==> config.mk <==
export PLATFORM = sky130hd
export DESIGN_NAME = neopixel_frame_ctrl
export DESIGN_NICKNAME = d
export VERILOG_FILES = /design/src/rtl/neopixel_frame_ctrl.sv
export SDC_FILE = /design/constraint.sdc
export NUM_CORES = 1
export LEC_CHECK = 0
export BUFFER_PORTS_ARGS = -buffer_cell sky130_fd_sc_hd__clkbuf_2
export CAP_MARGIN = 25
export CORE_ASPECT_RATIO = 0.9
export CORE_MARGIN = 2
export CORE_UTILIZATION = 56
export DETAILED_ROUTE_END_ITERATION = 12
export PLACE_DENSITY = 0.8
export SLEW_MARGIN = 20
export SYNTH_ARGS = -nofsm -noshare
export SYNTH_HDL_FRONTEND = slang
export SYNTH_SLANG_ARGS = --single-unit
==> constraint.sdc <==
create_clock -name CLK -period 7.23 [get_ports CLK]
set_input_delay 1.0845 -clock CLK [delete_from_list [all_inputs] [get_ports CLK]]
set_output_delay 1.0845 -clock CLK [all_outputs]
set_load 0.005 [all_outputs]
==> src/rtl/neopixel_frame_ctrl.sv <==
// neopixel_frame_ctrl: frame sequencer for a WS2812 single-bit pixel writer.
// Keeps a local GRB colour buffer. On start it streams every pixel MSB-first
// over a value/valid/ready handshake, waits for the writer to drain, then
// holds the latch gap and pulses done.
// Optional build macro: NEOPIXEL_AUTO_REFRESH_EN adds the auto_refresh input,
// which chains frames back to back without a new start.
module neopixel_frame_ctrl #(
  parameter int NUM_PIXELS     = 8,
  parameter int ADDR_W         = 3,
  parameter int CLK_IN_RATE_HZ = 12_000_000,
  parameter int LATCH_US       = 80,
  parameter int LATCH_CYCLES   = CLK_IN_RATE_HZ / 1_000_000 * LATCH_US
) (
  input  logic              CLK,
  input  logic              RST,
  input  logic              wr_en,
  input  logic [ADDR_W-1:0] wr_addr,
  input  logic [23:0]       wr_data,
  input  logic              start,
`ifdef NEOPIXEL_AUTO_REFRESH_EN
  input  logic              auto_refresh,
`endif
  output logic              busy,
  output logic              done,
  output logic              bit_value,
  output logic              bit_valid,
  input  logic              bit_ready
);

  localparam int LCNT_W = (LATCH_CYCLES > 1) ? $clog2(LATCH_CYCLES) : 1;
  localparam logic [ADDR_W-1:0] LAST_IDX   = ADDR_W'(NUM_PIXELS - 1);
  localparam logic [LCNT_W-1:0] LATCH_LAST = LCNT_W'(LATCH_CYCLES - 1);

  typedef enum logic [2:0] {
    ST_IDLE,
    ST_LOAD,
    ST_SHIFT,
    ST_DRAIN,
    ST_LATCH
  } state_t;

  state_t              state_reg, state_next;
  logic [ADDR_W-1:0]   pix_idx_reg, pix_idx_next;
  logic [4:0]          bit_cnt_reg, bit_cnt_next;
  logic [23:0]         shift_reg, shift_next;
  logic [LCNT_W-1:0]   latch_cnt_reg, latch_cnt_next;
  logic [23:0]         load_word;
  logic [23:0]         pix_word [NUM_PIXELS];

  // Colour buffer: one register per pixel so reset can clear every entry.
  // An address outside the chain matches no entry and is dropped.
  generate
    for (genvar gi = 0; gi < NUM_PIXELS; gi++) begin : g_pix
      logic [23:0] word_reg;

      // Capture a host write addressed to this pixel.
      always_ff @(posedge CLK or posedge RST) begin
        if (RST) begin
          word_reg <= '0;
        end else if (wr_en && (wr_addr == ADDR_W'(gi))) begin
          word_reg <= wr_data;
        end
      end

      assign pix_word[gi] = word_reg;
    end
  endgenerate

  // Select the word for the current pixel; it is registered into the shifter in LOAD.
  always_comb begin
    load_word = '0;
    for (int i = 0; i < NUM_PIXELS; i++) begin
      if (pix_idx_reg == ADDR_W'(i)) begin
        load_word = pix_word[i];
      end
    end
  end

  // State and datapath registers.
  always_ff @(posedge CLK or posedge RST) begin
    if (RST) begin
      state_reg     <= ST_IDLE;
      pix_idx_reg   <= '0;
      bit_cnt_reg   <= '0;
      shift_reg     <= '0;
      latch_cnt_reg <= '0;
    end else begin
      state_reg     <= state_next;
      pix_idx_reg   <= pix_idx_next;
      bit_cnt_reg   <= bit_cnt_next;
      shift_reg     <= shift_next;
      latch_cnt_reg <= latch_cnt_next;
    end
  end

  // Next-state and datapath update; a bit only advances on a valid&ready transfer.
  always_comb begin
    state_next     = state_reg;
    pix_idx_next   = pix_idx_reg;
    bit_cnt_next   = bit_cnt_reg;
    shift_next     = shift_reg;
    latch_cnt_next = latch_cnt_reg;
    case (state_reg)
      ST_IDLE: begin
        if (start) begin
          pix_idx_next = '0;
          state_next   = ST_LOAD;
        end
      end
      ST_LOAD: begin
        shift_next   = load_word;
        bit_cnt_next = 5'd23;
        state_next   = ST_SHIFT;
      end
      ST_SHIFT: begin
        if (bit_ready) begin
          if (bit_cnt_reg == 5'd0) begin
            if (pix_idx_reg == LAST_IDX) begin
              state_next = ST_DRAIN;
            end else begin
              pix_idx_next = pix_idx_reg + ADDR_W'(1);
              state_next   = ST_LOAD;
            end
          end else begin
            shift_next   = {shift_reg[22:0], 1'b0};
            bit_cnt_next = bit_cnt_reg - 5'd1;
          end
        end
      end
      ST_DRAIN: begin
        // Writer raises ready again once it has finished the last bit.
        if (bit_ready) begin
          latch_cnt_next = '0;
          state_next     = ST_LATCH;
        end
      end
      ST_LATCH: begin
        if (latch_cnt_reg == LATCH_LAST) begin
          state_next = ST_IDLE;
`ifdef NEOPIXEL_AUTO_REFRESH_EN
          if (auto_refresh) begin
            pix_idx_next = '0;
            state_next   = ST_LOAD;
          end
`endif
        end else begin
          latch_cnt_next = latch_cnt_reg + LCNT_W'(1);
        end
      end
      default: begin
        state_next = ST_IDLE;
      end
    endcase
  end

  // Outputs decoded from registered state only, so they are stable through a stall.
  always_comb begin
    busy      = (state_reg != ST_IDLE);
    bit_valid = (state_reg == ST_SHIFT);
    bit_value = (state_reg == ST_SHIFT) && shift_reg[23];
    done      = (state_reg == ST_LATCH) && (latch_cnt_reg == LATCH_LAST);
  end

endmodule

==> metrics.md <==
| Metric | Value |
|---|---|
| Status | `complete, no violations` |
| Ys Warns | `0` |
| Setup Skew | `0.00772 ns` |
| Vias | `8,318` |
| Top post-synthesis cells by area | `dfrtp_1 52%, mux2_2 17%, o21ai_0 3.0%` |
| Max-slew violation count | `0` |
| Commonest cells post-synth | `237 x dfrtp_1, 171 x mux2_2, 69 x o21ai_0` |
| WL per Instance | `21.6 um` |
| CTS tree | `built` |
| Max Fanout on Critical Path | `14` |
| Synth Cell Area | `roughly 0.011 mm2` |
| Yosys reg bits | `237` |
| Largest net degree at the start of global routing | `193` |
| Vias in the first global route | `around 8,400` |
| Drt pass-1 iters | `4` |
| Post-Syn Instances | `996` |
| NetSw | `1.43 mW` |
| Chip height | `139 um` |
| Critical path class | `flip-flop to output pin` |
| Max FFs per register | `192` |
| Global-route wire length before repair | `around 45,000 um` |
| Async SR Flop Fraction | `1.00` |
| RSZ-0062 raised after global routing | `no` |
| Pleak | `5.11 nW` |
| Post-synth EDFFs | `0` |
| Die area | `0.0214 mm2` |
| Most used flip-flop cell after synthesis | `dfrtp_1` |
| Switching power share of the total | `0.328` |
| DRC Markers | `0` |
| Post-synthesis sequential area ratio | `0.523` |
| Post-CTS Setup Bufs | `0` |
| Initial antenna violation count | `1` |
| Post-DRT Antenna Nets | `0` |
| Worst hold margin | `approximately 0.50 ns` |
| Clock buffer depth | `3` |
| GP Congestion | `between 0.8 and 0.9` |
| # clock sinks | `237` |
| Starting Density | `0.570` |
| Syn nets | `1,037` |
| Worst VDD drop | `235 uV` |
| Die width | `154 um` |
| FP Rows | `roughly 50` |
| Seq pwr share | `0.425` |
| Core Region | `approximately 0.020 mm2` |
| CTS Buf Count | `25` |
| Critical path data required time | `6.15 ns` |
| Share of Yosys cell area claimed by the top area cell type | `0.523` |
| Cell taking the most area after synthesis | `dfrtp_1` |
| Combinational fraction of design power | `0.289` |
| Resized cells post-CTS | `0` |
| Area growth syn-to-layout | `10.9%` |
| Total Routing Usage GR | `0.261` |
| Post-Syn Area per Cell | `around 11 um2` |
| NumNets Final | `1,041` |
| Clk Latency, worst-skew pair | `0.52 ns` |
| Rel. slew slack | `0.285` |
| Arrival @ worst endpoint | `2.10 ns` |
| Final setup fails | `0` |
| I/O Pins | `36` |
| H-tree depth | `1` |
| Critical Path Source Type | `flip-flop` |
| Reg clk slew, reported paths | `0.06 ns` |
| Internal power | `2.94 mW` |
| Post-Place Cells | `1,226` |
| Post-route clock period utilization | `0.441` |
| 1st-iter DRT viols | `approximately 770` |
| # port buffers | `35` |
| Tmin final | `3.19 ns` |
| Vias/cell | `6.55` |
| Clk root buf | `clkbuf_16` |
| Hold buffer count at cts | `0` |
| Clock Power Share | `0.286` |
| Final hold violation count | `0` |
| Maxcap violations | `0` |
| Max Clk Rate | `314 MHz` |
| Final HPWL DP | `between 10,000 and 15,000 um` |
| Congestion Overflow GR | `0` |
| Post-Layout Cell Count | `1,270` |
| Post-route setup TNS | `0 ns` |
| Final WL | `27,400 um` |
| Setup crit end kind | `output pin` |
| Hold Path Class | `flip-flop to flip-flop` |
| Post-synth cell types | `53` |
| Count leader, synth | `dfrtp_1` |
| Ant diodes | `0` |
| Slew @ Worst Pin | `1.07 ns` |
| Share of cells above drive strength 1 | `0.281` |
| PwrDens | `347 mW/mm2` |
## per-layer routing
metal | vias up | routed length (um) | global-route usage
li1 | 3678 | - | -
met1 | 4261 | 12200 | 0.374
met2 | 304 | 12500 | 0.405
met3 | 73 | 1940 | 0.0472
met4 | 2 | 722 | 0.0856
met5 | - | 10 | 0
## cell families (layout without fill, tap and decap cells)
| family | after synthesis | after routing | share of synthesized area |
|---|---|---|---|
| AOI/OAI and AO/OA | 269 | 269 | 0.158 |
| muxes | 175 | 175 | 0.173 |
| xor gates and xnor gates | 4 | 4 | 0.00309 |
| adders and majority gates | 9 | 9 | 0.00992 |
| DFF | 237 | 237 | 0.523 |
| buffers and inverters | 114 | 133 | 0.0399 |
| and+or+nand+nor | 188 | 188 | 0.0936 |
## stage by stage
stage          power [mW]   util  setup slack [ns]  area [um2]
6_report             4.37  0.632              4.04       12600
4_1_cts              4.38  0.629              4.03       12500
5_1_grt              4.61  0.632              3.91       12600
3_3_place_gp         3.07  0.589              4.35       11700
3_5_place_dp         3.12  0.589              4.24       11700
2_1_floorplan        2.78      -              3.04       11400
## critical path, stage by stage (launching register included)
cell	delay, ns
dfrtp_1	0.52
or3b_1	0.53
nor4_1	0.35
clkbuf_2	0.17
## final cells by class
cell class | count | area, um2
inverters | 33 | 133
clock buffers | 41 | 796
flip-flops and latches | 237 | 5930
repair buffers | 58 | 400
multi-input cells | 645 | 5000
clock inverters | 1 | 8.76
well taps | 255 | 319
fillers | 1541 | 7330
## cells in the final DEF, fill, tap and decap left out, drive strengths merged, types with 24 or more instances in the layout
cell,n
dfrtp,237
mux2,172
clkbuf,76
o21ai,73
a21oi,62
nand2,46
nor2,38
nor2b,32
inv,32
o211ai,26
nand3b,24
a2111oi,24
## power groups by stage
stage	logic, mW	registers, mW	clock network [mW]
final	1.26	1.86	1.25
after CTS	1.25	1.85	1.27
after global routing	1.39	1.90	1.32
after detailed placement	1.25	1.87	0
after floorplan	0.980	1.80	0
after global placement	1.21	1.86	0
## final timing paths
| kind | startpoint | to | slack, ns | cells past startpoint |
|---|---|---|---|---|
| max | state_reg[0]$_DFFE_PP0P_ | done | 4.04 | 3 |
| min | g_pix[3].word_reg[22]$_DFFE_PP0P_ | g_pix[3].word_reg[22]$_DFFE_PP0P_ | 0.50 | 1 |
| max reg2reg | pix_idx_reg[0]$_DFFE_PP0P_ | shift_reg[9]$_DFFE_PP0P_ | 4.13 | 7 |
| min reg2reg | g_pix[3].word_reg[22]$_DFFE_PP0P_ | g_pix[3].word_reg[22]$_DFFE_PP0P_ | 0.50 | 1 |
| max in group asynchronous | RST | g_pix[1].word_reg[2]$_DFFE_PP0P_ | 4.93 | 5 |
| min in group asynchronous | RST | latch_cnt_reg[8]$_DFFE_PP0P_ | 0.54 | 2 |
Power figures use the tool's default switching activity.
